File: src/rtl/mem_ctrl_pkg.sv
// Shared types and width helpers for the banked capture-memory sequencer.
package mem_ctrl_pkg;

  localparam int CNT_W = 16;

  typedef enum logic [1:0] {
    ST_IDLE,
    ST_ARMED,
    ST_CAPTURE,
    ST_READOUT
  } cap_state_e;

  // Counter fields are carried at a fixed width; callers slice the low bits they need.
  typedef struct packed {
    logic [CNT_W-1:0] bank;
    logic [CNT_W-1:0] addr;
  } bank_addr_t;

  function automatic int bank_w(input int num_banks);
    return (num_banks > 1) ? $clog2(num_banks) : 1;
  endfunction

  function automatic int addr_w(input int bank_depth);
    return (bank_depth > 1) ? $clog2(bank_depth) : 1;
  endfunction

endpackage

File: src/rtl/bank_addr_counter.sv
// Bank-major address walker: addr increments first, bank advances when addr wraps.
module bank_addr_counter
  import mem_ctrl_pkg::*;
#(
  parameter int NUM_BANKS  = 4,
  parameter int BANK_DEPTH = 1024
) (
  input  logic                            clk_in,
  input  logic                            rst,
  input  logic                            clr,
  input  logic                            inc,
  output logic [bank_w(NUM_BANKS)-1:0]    bank,
  output logic [addr_w(BANK_DEPTH)-1:0]   addr,
  output logic                            last
);

  localparam int BANK_W = bank_w(NUM_BANKS);
  localparam int ADDR_W = addr_w(BANK_DEPTH);
  localparam logic [CNT_W-1:0] ADDR_MAX = CNT_W'(BANK_DEPTH - 1);
  localparam logic [CNT_W-1:0] BANK_MAX = CNT_W'(NUM_BANKS - 1);
  localparam logic [CNT_W-1:0] ONE      = CNT_W'(1);

  bank_addr_t cnt_q, cnt_d;
  logic       addr_wrap;

  assign addr_wrap = (cnt_q.addr == ADDR_MAX);

  always_comb begin
    cnt_d = cnt_q;
    if (clr) begin
      cnt_d = '0;
    end else if (inc) begin
      if (addr_wrap) begin
        cnt_d.addr = '0;
        cnt_d.bank = (cnt_q.bank == BANK_MAX) ? '0 : cnt_q.bank + ONE;
      end else begin
        cnt_d.addr = cnt_q.addr + ONE;
      end
    end
  end

  always_ff @(posedge clk_in or posedge rst) begin
    if (rst) begin
      cnt_q <= '0;
    end else begin
      cnt_q <= cnt_d;
    end
  end

  assign bank = cnt_q.bank[BANK_W-1:0];
  assign addr = cnt_q.addr[ADDR_W-1:0];
  assign last = addr_wrap && (cnt_q.bank == BANK_MAX);

endmodule

File: src/rtl/mem_capture_ctrl.sv
// Capture sequencer: arm, align to a frame start, fill all banks, then replay
// the same addresses as valid/ready read requests.
module mem_capture_ctrl
  import mem_ctrl_pkg::*;
#(
  parameter int NUM_BANKS    = 4,
  parameter int BANK_DEPTH   = 1024,
  parameter int FRAME_LENGTH = 64
) (
  input  logic                           clk_in,
  input  logic                           rst,
  input  logic                           arm,
  input  logic                           abort,
  input  logic                           in_valid,
  input  logic                           frame_start,
  output logic                           wr_en,
  output logic [bank_w(NUM_BANKS)-1:0]   wr_bank,
  output logic [addr_w(BANK_DEPTH)-1:0]  wr_addr,
  output logic                           rd_valid,
  input  logic                           rd_ready,
  output logic [bank_w(NUM_BANKS)-1:0]   rd_bank,
  output logic [addr_w(BANK_DEPTH)-1:0]  rd_addr,
  output logic                           rd_last,
  output logic                           busy,
  output logic                           done,
  output logic                           frame_err
);

  localparam int BANK_W  = bank_w(NUM_BANKS);
  localparam int ADDR_W  = addr_w(BANK_DEPTH);
  localparam int PHASE_W = (FRAME_LENGTH > 1) ? $clog2(FRAME_LENGTH) : 1;
  localparam logic [PHASE_W-1:0] PHASE_MAX = PHASE_W'(FRAME_LENGTH - 1);
  localparam logic [PHASE_W-1:0] PHASE_ONE = PHASE_W'(1);

  if (((NUM_BANKS * BANK_DEPTH) % FRAME_LENGTH) != 0) begin : g_bad_frame_len
    $error("NUM_BANKS*BANK_DEPTH must be a multiple of FRAME_LENGTH");
  end
  if ((BANK_DEPTH & (BANK_DEPTH - 1)) != 0) begin : g_bad_depth
    $error("BANK_DEPTH must be a power of two");
  end

  cap_state_e         state_q, state_d;
  logic               wr_en_q, wr_en_d;
  logic [BANK_W-1:0]  wr_bank_q, wr_bank_d;
  logic [ADDR_W-1:0]  wr_addr_q, wr_addr_d;
  logic               rd_valid_q, rd_valid_d;
  logic               done_q, done_d;
  logic               frame_err_q, frame_err_d;
  logic [PHASE_W-1:0] phase_q, phase_d;

  logic               take_word, rd_inc, wr_clr, rd_clr;
  logic [BANK_W-1:0]  wcnt_bank, rcnt_bank;
  logic [ADDR_W-1:0]  wcnt_addr, rcnt_addr;
  logic               wcnt_last, rcnt_last;

  always_comb begin
    state_d     = state_q;
    wr_en_d     = 1'b0;
    wr_bank_d   = '0;
    wr_addr_d   = '0;
    rd_valid_d  = 1'b0;
    done_d      = 1'b0;
    frame_err_d = frame_err_q;
    phase_d     = phase_q;
    take_word   = 1'b0;
    rd_inc      = 1'b0;

    unique case (state_q)
      ST_IDLE: begin
        if (arm) begin
          state_d     = ST_ARMED;
          frame_err_d = 1'b0;
        end
      end
      ST_ARMED: begin
        take_word = in_valid && frame_start;
      end
      ST_CAPTURE: begin
        take_word = in_valid;
        if (in_valid && frame_start && (phase_q != '0)) begin
          frame_err_d = 1'b1;
        end
      end
      ST_READOUT: begin
        rd_valid_d = 1'b1;
        if (rd_ready) begin
          rd_inc = 1'b1;
          if (rcnt_last) begin
            state_d    = ST_IDLE;
            rd_valid_d = 1'b0;
            done_d     = 1'b1;
          end
        end
      end
      default: state_d = ST_IDLE;
    endcase

    // The final write and the first read request go out in the same cycle.
    if (take_word) begin
      wr_en_d    = 1'b1;
      wr_bank_d  = wcnt_bank;
      wr_addr_d  = wcnt_addr;
      phase_d    = (phase_q == PHASE_MAX) ? '0 : phase_q + PHASE_ONE;
      state_d    = wcnt_last ? ST_READOUT : ST_CAPTURE;
      rd_valid_d = wcnt_last;
    end

    if (abort) begin
      state_d     = ST_IDLE;
      wr_en_d     = 1'b0;
      wr_bank_d   = '0;
      wr_addr_d   = '0;
      rd_valid_d  = 1'b0;
      done_d      = 1'b0;
      frame_err_d = frame_err_q;
      take_word   = 1'b0;
      rd_inc      = 1'b0;
    end

    if (state_d != ST_CAPTURE) begin
      phase_d = '0;
    end
  end

  // Counters sit at zero whenever their phase is not active, so entry always starts at b0:a0.
  assign wr_clr = (state_d != ST_CAPTURE);
  assign rd_clr = (state_d != ST_READOUT);

  bank_addr_counter #(
    .NUM_BANKS (NUM_BANKS),
    .BANK_DEPTH(BANK_DEPTH)
  ) u_wr_cnt (
    .clk_in(clk_in),
    .rst   (rst),
    .clr   (wr_clr),
    .inc   (take_word),
    .bank  (wcnt_bank),
    .addr  (wcnt_addr),
    .last  (wcnt_last)
  );

  bank_addr_counter #(
    .NUM_BANKS (NUM_BANKS),
    .BANK_DEPTH(BANK_DEPTH)
  ) u_rd_cnt (
    .clk_in(clk_in),
    .rst   (rst),
    .clr   (rd_clr),
    .inc   (rd_inc),
    .bank  (rcnt_bank),
    .addr  (rcnt_addr),
    .last  (rcnt_last)
  );

  always_ff @(posedge clk_in or posedge rst) begin
    if (rst) begin
      state_q     <= ST_IDLE;
      wr_en_q     <= 1'b0;
      wr_bank_q   <= '0;
      wr_addr_q   <= '0;
      rd_valid_q  <= 1'b0;
      done_q      <= 1'b0;
      frame_err_q <= 1'b0;
      phase_q     <= '0;
    end else begin
      state_q     <= state_d;
      wr_en_q     <= wr_en_d;
      wr_bank_q   <= wr_bank_d;
      wr_addr_q   <= wr_addr_d;
      rd_valid_q  <= rd_valid_d;
      done_q      <= done_d;
      frame_err_q <= frame_err_d;
      phase_q     <= phase_d;
    end
  end

  assign wr_en     = wr_en_q;
  assign wr_bank   = wr_bank_q;
  assign wr_addr   = wr_addr_q;
  assign rd_valid  = rd_valid_q;
  assign rd_bank   = rcnt_bank;
  assign rd_addr   = rcnt_addr;
  assign rd_last   = rd_valid_q && rcnt_last;
  assign busy      = (state_q != ST_IDLE);
  assign done      = done_q;
  assign frame_err = frame_err_q;

endmodule
File: config.mk
export PLATFORM = sky130hd
export DESIGN_NAME = mem_capture_ctrl
export DESIGN_NICKNAME = d
export VERILOG_FILES = /design/src/rtl/mem_ctrl_pkg.sv /design/src/rtl/bank_addr_counter.sv /design/src/rtl/mem_capture_ctrl.sv
export SDC_FILE = /design/constraint.sdc
export NUM_CORES = 1
export LEC_CHECK = 0
export CAP_MARGIN = 20
export CORE_MARGIN = 4
export CORE_UTILIZATION = 39
export CTS_CLUSTER_DIAMETER = 100
export DETAILED_ROUTE_END_ITERATION = 8
export GPL_TIMING_DRIVEN = 0
export PLACE_DENSITY_LB_ADDON = 0.3
export SLEW_MARGIN = 20
export SYNTH_ARGS = -nofsm -noshare
export SYNTH_HDL_FRONTEND = slang
export SYNTH_SLANG_ARGS = --single-unit
export TNS_END_PERCENT = 5
File: constraint.sdc
create_clock -name clk_in -period 4.75 [get_ports clk_in]
set_clock_uncertainty 0.2 [all_clocks]
set_input_delay 0.7125 -clock clk_in [delete_from_list [all_inputs] [get_ports clk_in]]
set_output_delay 0.7125 -clock clk_in [all_outputs]
set_load 0.1 [all_outputs]
==> impl_metrics.csv, run 1 <==
group,metric,value,unit
worst_hold_path,holdCritPathClass,"flip-flop to flip-flop",
die,floorplan.rows,40,
placed_design,number_of_instances_in_the_placed_design,735,
clock_tree,insertion_delay_of_the_later_clocked_pin_in_the_worst_skew_pair,350,ps
clock_tree,tritoncts,"built",
grt,grt_start_max_net_pins,54,
grt,first_global_vias,4012,
final_layout,num-fill-cells,1157,
die,dieArea,14400,um^2
die,floorplan.io_pins,37,
sta,rsz0062_at_grt,"false",
final_layout,final-instance-count-excl-fill,751,
grt,antenna_found_initial,0,
final_layout,layout_common_cells,"dfrtp_1 (88), nor2_1 (51), a21oi_1 (43), nand2_1 (40), clkdlybuf4s50_1 (36)",
clock_tree,clock_tree.root_cell,"clkbuf_16",
sta,setup_violations,0,
power,cell_internal_pwr,0.00121,W
routing,wire_per_inst,15.1,um
critical_path,critical_path.startpoint_type,"flip-flop",
power,vdd_ir_drop_max,0.000186,V
die,die_w,120,um
clock_tree,clk_pin_slew,60,ps
final_layout,commonest_non_fill_non_tap_cell_in_the_layout,"dfrtp_1",
clock_tree,cts.htree.levels,3,
clock_tree,buffer_depth_of_the_longest_clock_path,2,
synthesis,async_set_or_reset_flop_fraction_in_the_synthesized_netlist,100,%
die,fp.coreArea,12200,um^2
power,design_power_total,0.00156,W
clock_tree,tritoncts_buffer_count,9,
grt,grt_first_pass_wirelength,19.4,mm
synthesis,post_synth_num_cell_types,54,
grt,grt.total_usage,16.4,%
sta,worstMarginPinSlew,975,ps
routing,route.detailed.drc,0,
sta,whs,335,ps
job,maxCapViolCount,0,
final_layout,n_antenna_cell,0,
routing,drt-total-wl,11.3,mm
sta,final_hold_viol_count,0,
placed_design,numPortBuffers,36,
synthesis,ys.flop_type,"dfrtp_1",
sta,finalMaxSlewViolations,0,
clock_tree,post_cts_resize_count,0,
critical_path,end_kind,"output pin",
final_layout,area_delta_synth_final,18.4,%
routing,first_iter_violations,329,
placed_design,hpwlAfterDp,8.25,mm
synthesis,synthCells,530,
synthesis,mappedNetlistArea,4890,um^2
routing,drt-vias-per-instance,5.44,
synthesis,synth_warnings,0,
placed_design,routabilityCongestion,0.835,
clock_tree,cts.sink_count,88,
final_layout,drive_above_1_share,8.40,%
synthesis,synth-edff-count,0,
power,clkPwrFrac,46.9,%
final_layout,final_nets,595,
sta,timing.setup.tns,0,ps
clock_tree,postCtsSetupRepairBufs,0,
critical_path,required,3840,ps
die,die_h,120,um
sta,finalCritPeriodShare,93.6,%
status,outcome,"completed",
final_layout,post-route-cell-area,5790,um^2
power,p_comb_share,5.0,%
clock_tree,postCtsHoldBufs,0,
synthesis,average_footprint_of_a_synthesized_cell,9.23,um^2
synthesis,syn-num-nets,547,
placed_design,detailed_place.area,5490,um^2
critical_path,critPathArrivalTime,3540,ps
sta,period_needed,4450,ps
die,floorplan.initialDensity,40.2,%
sta,clock.fmax,225,MHz
power,sequential_share_of_power,48.1,%
critical_path,critPathMaxFanout,10,
synthesis,ys_seq_elements,88,
grt,global_route.overflow_total,0,
routing,num_vias,4085,
synthesis,ys_seq_area_share,45.0,%
routing,detailedRoute.firstPassIterationCount,5,
power,power_switching_share,22.8,%
sta,maxSlewHeadroom,34.8,%
routing,route.antenna.remaining_nets,0,
power,power.density,270,nW/um^2
power,leakage,2.29,nW
power,p_switching,0.000356,W
critical_path,timing_worst_setup_path_type,"flip-flop to output pin",
[logic make-up (layout without fill, tap and decap cells)]
logic type      after synthesis  after routing  synth area share, %
buf+inv                      50            103                 5.17
flops                        88             88                 45.0
compound gates               95             95                 12.0
xor+xnor                     21             21                 3.76
fa+ha+maj                    10             10                 2.56
mux                          13             13                 2.66
simple gates                253            253                 28.8
[per-stage QoR]
| step | setup WS (ps) | utilization, % |
|---|---|---|
| 3_5_place_dp | 679 | 45.1 |
| 3_3_place_gp | 153 | 44.9 |
| 5_1_grt | 120 | 47.6 |
| 6_report | 302 | 47.6 |
| 2_1_floorplan | 1510 | - |
| 4_1_cts | 278 | 47.6 |
[synthesized netlist by cell type, types with 4 or more instances]
cell type,n,share of area [%]
a31oi_1,7,0.90
nand2_1,40,3.1
mux2i_1,13,2.7
nor4_1,11,1.4
ha_1,10,2.6
nand3_1,29,3.0
clkbuf_1,11,0.84
or3_1,16,2.0
nor3_1,8,0.82
xor2_1,14,2.5
inv_1,19,1.5
and2_1,9,1.2
o21ai_0,23,2.4
nor2_1,51,3.9
or4_1,4,0.61
and4_1,6,1.1
buf_2,4,0.41
and3_1,26,3.3
nand3b_1,8,1.2
nand2b_1,8,1.0
nand4_1,20,2.6
dfrtp_1,88,45
a21oi_1,43,4.4
xnor2_1,7,1.3
buf_4,14,2.1
[worst max-delay path, cell delays in order, from the launching register on]
cell and delay [ps]:
dfrtp_1 410, ha_1 230, nor4b_1 320, and4_1 240, buf_2 190, clkbuf_1 410
and3_1 250, clkdlybuf4s50_1 1140
[power groups by stage]
stage | Clock [W] | Combinational [W] | Sequential [W]
finish | 0.000732 | 0.0000781 | 0.000752
global route | 0.000777 | 0.0000877 | 0.000752
CTS | 0.000747 | 0.0000801 | 0.000752
detailed placement | 0 | 0.0000796 | 0.000766
global placement | 0 | 0.0000756 | 0.000766
floorplan | 0 | 0.0000516 | 0.000767
[metal layers]
layer,up-vias,wire length [um],GRT usage (%),part of all wire (%)
li1,2019,-,-,-
met3,13,478,4.38,4.2
met1,1983,5070,20.3,45
met4,0,112,4.65,0.99
met2,70,5690,28.1,50
met5,-,0,0,0
[final cells by class]
class	instances	area (um^2)	area share (%)
clock buffer	11	253	4.36
sequential	88	2200	38.0
timing repair buffer	37	380	6.57
multi-input combinational	392	2440	42.1
buffer	30	178	3.07
inverter	20	77.6	1.34
tap	168	210	3.63
clock inverter	5	55.1	0.950
[worst paths after layout]
kind	startpoint	endpoint	slack, ps	cells after the start
min in group asynchronous	rst	u_rd_cnt.cnt_q[14]$_DFFE_PP0P_	600	2
min reg2reg	phase_q[5]$_DFFE_PP0P_	phase_q[5]$_DFFE_PP0P_	340	1
max in group asynchronous	rst	u_wr_cnt.addr[4]$_DFFE_PP0P_	3120	3
max reg2reg	state_q[0]$_DFF_PP0_	u_wr_cnt.cnt_q[12]$_DFFE_PP0P_	1650	9
min	phase_q[5]$_DFFE_PP0P_	phase_q[5]$_DFFE_PP0P_	340	1
max	u_rd_cnt.bank[0]$_DFFE_PP0P_	rd_last	300	7
[registers in the layout, indices dropped and copies added, names as in the netlist]
name,cells
u_wr_cnt.cnt_q,20
u_rd_cnt.addr,10
phase_q,6
u_rd_cnt.bank,2
u_wr_cnt.bank,2
done,1
wr_bank,2
wr_addr,10
u_rd_cnt.cnt_q,20
rd_valid,1
frame_err,1
wr_en,1
state_q,2
u_wr_cnt.addr,10
Power figures use the tool's default switching activity.
==> run 2, diff against run 1 <==
Settings changed: CTS_BUF_LIST set to sky130_fd_sc_hd__clkbuf_8 sky130_fd_sc_hd__clkbuf_16, DONT_BUFFER_PORTS set to 1.
==> run 2 against run 1 <==
Cell count down 4.8%. First-iteration DRC count increased by 2.1%. Via count decreased by 2.8%. Flip-flop and latch count is the same. Global-route usage grew 0.31 points. Sequential share of layout area rose by 2.7 points. Critical path depth fell by 1. Core utilization decreased by 3.2 points. Routed wire length increased by 1.5%. Critical endpoint unchanged.
==> impl_metrics.csv, run 2 (synthesized netlist as in run 1, its figures left out) <==
group,metric,value,unit
clock_tree,clk_pin_slew,60,ps
clock_tree,cts.htree.levels,3,
critical_path,timing_worst_setup_path_type,"flip-flop to output pin",
critical_path,critPathMaxFanout,10,
critical_path,critPathArrivalTime,3080,ps
power,vdd_ir_drop_max,0.000155,V
placed_design,hpwlAfterDp,8.26,mm
sta,clock.fmax,250,MHz
routing,drt-total-wl,11.5,mm
routing,num_vias,3969,
die,dieArea,14400,um^2
grt,first_global_vias,3934,
clock_tree,post_cts_resize_count,0,
critical_path,worst_setup_path_endpoint,"rd_last",
grt,grt_first_pass_wirelength,19.4,mm
critical_path,worstReg2RegEnd,"u_wr_cnt.addr[3]$_DFFE_PP0P_",
final_layout,final_nets,559,
sta,period_needed,3990,ps
grt,grt_start_max_net_pins,50,
power,leakage,2.16,nW
sta,finalCritPeriodShare,84.1,%
die,die_w,120,um
die,floorplan.rows,40,
sta,worstMarginPinSlew,1010,ps
power,power.density,277,nW/um^2
routing,wire_per_inst,16.1,um
sta,finalMaxSlewViolations,0,
critical_path,crit-reg2reg-launch,"state_q[0]$_DFF_PP0_",
critical_path,crit_path_start,"u_rd_cnt.bank[0]$_DFFE_PP0P_",
grt,grt.total_usage,16.7,%
final_layout,num-fill-cells,1161,
grt,antenna_found_initial,0,
critical_path,critical_path.startpoint_type,"flip-flop",
grt,global_route.overflow_total,0,
final_layout,commonest_non_fill_non_tap_cell_in_the_layout,"dfrtp_1",
sta,maxSlewHeadroom,32.7,%
sta,setup_violations,0,
worst_hold_path,holdCritPathClass,"primary input to async pin",
die,die_h,120,um
routing,drt-vias-per-instance,5.55,
final_layout,drive_above_1_share,8.78,%
sta,final_hold_viol_count,0,
clock_tree,cts.sink_count,88,
critical_path,timing.reg2reg.setup_slack,1590,ps
routing,route.antenna.remaining_nets,0,
sta,whs,119,ps
clock_tree,tritoncts_buffer_count,9,
die,fp.coreArea,12200,um^2
critical_path,end_kind,"output pin",
routing,route.detailed.drc,0,
routing,first_iter_violations,336,
placed_design,numPortBuffers,0,
final_layout,n_antenna_cell,0,
die,floorplan.io_pins,37,
sta,timing.setup.tns,0,ps
clock_tree,buffer_depth_of_the_longest_clock_path,2,
clock_tree,clock_tree.root_cell,"clkbuf_16",
final_layout,layout_common_cells,"dfrtp_1 (88), nor2_1 (51), a21oi_1 (43), nand2_1 (40), nand3_1 (29)",
clock_tree,tritoncts,"built",
clock_tree,postCtsSetupRepairBufs,0,
die,floorplan.initialDensity,40.2,%
status,outcome,"completed",
critical_path,r2r.worst_path.cells,9,
final_layout,area_delta_synth_final,10.5,%
routing,detailedRoute.firstPassIterationCount,4,
final_layout,layout_top_registers,"u_rd_cnt.cnt_q: 20 flops, u_wr_cnt.cnt_q: 20 flops",
clock_tree,postCtsHoldBufs,0,
critical_path,required,3840,ps
clock_tree,insertion_delay_of_the_later_clocked_pin_in_the_worst_skew_pair,350,ps
sta,rsz0062_at_grt,"false",
placed_design,routabilityCongestion,0.867,
job,maxCapViolCount,0,
## run 2: cell count changes in the layout (fill, tap and decap cells not counted), sizes merged
cell | before | now
bufinv | 1 | 0
clkbuf | 22 | 21
clkdlybuf4s50 | 36 | 0
clkinv | 3 | 5
clkinvlp | 2 | 0
inv | 19 | 21
## run 2: routing by layer
layer / GRT usage (%) / share of wire [%]
met1: 21.0 / 44
met3: 3.58 / 4.4
met4: 7.66 / 1.4
met2: 27.5 / 50
met5: 0 / 0
## run 2: area by class of cell
type                       count  area (um^2)  area share [%]
timing repair buffer           1         20.0           0.370
tap                          168          210            3.89
sequential                    88         2200            40.7
inverter                      20         77.6            1.43
buffer                        30          178            3.29
clock buffer                  10          239            4.42
clock inverter                 6         43.8           0.810
multi-input combinational    392         2440            45.1
## run 2: worst max-delay path, stage by stage, from the launching register on
cell and delay, ps:
dfrtp_1 410, ha_1 240, nor4b_1 330, and4_1 240
buf_2 190, clkbuf_1 390, and3_1 920
## run 2: metrics by stage
step / instances / power [W] / utilization, % / worst slack [ps] / instance area (um^2)
6_report: 715 / 0.00150 / 44.5 / 756 / 5410
5_1_grt: 715 / 0.00156 / 44.5 / 591 / 5410
4_1_cts: 715 / 0.00152 / 44.5 / 766 / 5410
3_5_place_dp: 699 / 0.000837 / 42.1 / 1170 / 5120
3_3_place_gp: 698 / 0.000833 / 42.0 / 532 / 5100
2_1_floorplan: 530 / 0.000818 / - / 1510 / 4890
## run 2: worst min path at each step
stage	end	slack (ps)	cells past startpoint
CTS	rd_valid$_DFF_PP0_	130	1
global route	u_rd_cnt.cnt_q[15]$_DFFE_PP0P_	170	1
floorplan	phase_q[5]$_DFFE_PP0P_	280	1
global placement	phase_q[5]$_DFFE_PP0P_	310	1
finish	u_rd_cnt.cnt_q[15]$_DFFE_PP0P_	120	1
detailed placement	phase_q[5]$_DFFE_PP0P_	320	1
## run 2: where the power goes
part / internal (W) / switching, W
registers: 0.000750 / 0.00000240
logic: 0.0000152 / 0.0000540
clock network: 0.000370 / 0.000306
==> run 3, diff against run 2 <==
Clock period 4.75 ns to 3.22 ns, I/O delays scaled along.
==> run 3 against run 2 <==
Die area did not move. Routed wire length rose by 0.50%. Core utilization up 0.38 points. Critical endpoint is now u_wr_cnt.cnt_q[11]$_DFFE_PP0P_. Largest power group unchanged.
==> impl_metrics.csv, run 3 (synthesized netlist as in run 1, its figures left out) <==
group,metric,value,unit
job,maxCapViolCount,0,
critical_path,required,3280,ps
routing,wire_per_inst,16.2,um
final_layout,layout_top_registers,"u_rd_cnt.cnt_q: 20 flops, u_wr_cnt.cnt_q: 20 flops",
die,floorplan.initialDensity,40.2,%
clock_tree,clock_tree.root_cell,"clkbuf_16",
final_layout,drive_above_1_share,9.49,%
placed_design,numPortBuffers,0,
final_layout,num-fill-cells,1161,
clock_tree,cts.htree.levels,3,
sta,final_hold_viol_count,0,
final_layout,ff_latch_area,2200,um^2
sta,rsz0062_at_grt,"true",
sta,whs,119,ps
final_layout,n_antenna_cell,0,
clock_tree,insertion_delay_of_the_later_clocked_pin_in_the_worst_skew_pair,350,ps
sta,clock.fmax,320,MHz
die,die_h,120,um
power,power.density,407,nW/um^2
sta,finalCritPeriodShare,97.1,%
final_layout,commonest_non_fill_non_tap_cell_in_the_layout,"dfrtp_1",
power,leakage,2.16,nW
critical_path,critical_path.startpoint_type,"flip-flop",
final_layout,area_delta_synth_final,11.5,%
routing,route.antenna.remaining_nets,0,
clock_tree,tritoncts_buffer_count,9,
clock_tree,clk_pin_slew,70,ps
sta,period_needed,3130,ps
routing,route.detailed.drc,0,
worst_hold_path,holdCritPathClass,"primary input to flip-flop",
critical_path,critPathArrivalTime,3190,ps
critical_path,critPathMaxFanout,10,
die,floorplan.rows,40,
grt,grt_first_pass_wirelength,19.4,mm
die,fp.coreArea,12200,um^2
sta,timing.setup.tns,0,ps
die,floorplan.io_pins,37,
clock_tree,postCtsSetupRepairBufs,0,
die,die_w,120,um
routing,detailedRoute.firstPassIterationCount,5,
sta,worst_slack,93.5,ps
clock_tree,tritoncts,"built",
grt,grt.total_usage,16.7,%
sta,finalMaxSlewViolations,0,
placed_design,pre_cts_ws,-130,ps
status,outcome,"completed",
final_layout,final_nets,560,
grt,grt_start_max_net_pins,50,
sta,worstMarginPinSlew,944,ps
die,dieArea,14400,um^2
grt,first_global_vias,3929,
grt,global_route.overflow_total,0,
final_layout,multi_input_area,2460,um^2
sta,setup_violations,0,
routing,first_iter_violations,326,
sta,maxSlewHeadroom,37.1,%
power,vdd_ir_drop_max,0.000227,V
routing,num_vias,4016,
clock_tree,buffer_depth_of_the_longest_clock_path,2,
placed_design,hpwlAfterDp,8.26,mm
placed_design,routabilityCongestion,0.867,
routing,drt-vias-per-instance,5.61,
critical_path,end_kind,"flip-flop",
critical_path,timing_worst_setup_path_type,"flip-flop to flip-flop",
routing,drt-total-wl,11.6,mm
grt,antenna_found_initial,0,
clock_tree,cts.sink_count,88,
final_layout,layout_common_cells,"dfrtp_1 (88), nor2_1 (51), a21oi_1 (42), nand2_1 (40), nand3_1 (29)",
## run 3: cell types whose count changed in the layout (fill, tap and decap cells not counted), sizes merged
cell | before | now
clkbuf | 21 | 20
dlygate4sd3 | 0 | 2
clkinvlp | 0 | 1
inv | 21 | 20
## run 3: what timing repair did
action	CTS	global route
setup endpoints to repair	1	11
hold buffers	2	0
pin swaps	0	4
gates resized for setup	2	4
endpoints found under the hold margin	50	0
## run 3: cell type report
| cell class | count | area share (%) |
|---|---|---|
| multi-input cells | 392 | 45.2 |
| flip-flops and latches | 88 | 40.4 |
| clock buffers | 10 | 4.38 |
| well taps | 168 | 3.85 |
| plain buffers | 29 | 3.19 |
| inverters | 20 | 1.49 |
| clock inverters | 6 | 0.803 |
| repair buffers | 3 | 0.734 |
## run 3: report_power, final
part	switching (W)	internal, W
registers	0.00000355	0.00111
logic	0.0000840	0.0000268
clock network	0.000452	0.000546
## run 3: critical path: stages, from the launching register on
cell and delay [ps]:
dfrtp_1 430, inv_1 100, ha_1 280, clkinvlp_4 500, a22o_1 400, o32ai_4 220, nand2_1 200, clkbuf_1 270
a21oi_1 210, mux2i_1 230
## run 3: through the flow
| stage | instances | total power, W | cell area, um^2 | utilization [%] |
|---|---|---|---|---|
| after floorplan | 530 | 0.00121 | 4890 | - |
| after global placement | 698 | 0.00123 | 5100 | 42.0 |
| after detailed placement | 699 | 0.00123 | 5120 | 42.1 |
| after CTS | 716 | 0.00225 | 5430 | 44.6 |
| after global routing | 716 | 0.00230 | 5450 | 44.8 |
| final | 716 | 0.00222 | 5450 | 44.8 |
## run 3: final timing paths
| kind | startpoint | slack [ps] | depth (start not counted) | end |
|---|---|---|---|---|
| max | state_q[0]$_DFF_PP0_ | 90 | 9 | u_wr_cnt.cnt_q[11]$_DFFE_PP0P_ |
| max reg2reg | state_q[0]$_DFF_PP0_ | 90 | 9 | u_wr_cnt.cnt_q[11]$_DFFE_PP0P_ |
| min reg2reg | phase_q[5]$_DFFE_PP0P_ | 330 | 1 | phase_q[5]$_DFFE_PP0P_ |
| min | rd_ready | 120 | 2 | done$_DFF_PP0_ |
| min in group asynchronous | rst | 500 | 2 | u_rd_cnt.addr[9]$_DFFE_PP0P_ |
| max in group asynchronous | rst | 1680 | 3 | u_wr_cnt.cnt_q[27]$_DFFE_PP0P_ |
## run 3: layer usage
layer | track usage, % | up-vias | wire [um]
li1 | - | 1940 | -
met1 | 21.0 | 1963 | 5130
met2 | 27.4 | 97 | 5650
met3 | 3.72 | 16 | 556
met4 | 7.44 | 0 | 234
met5 | 0 | - | 0
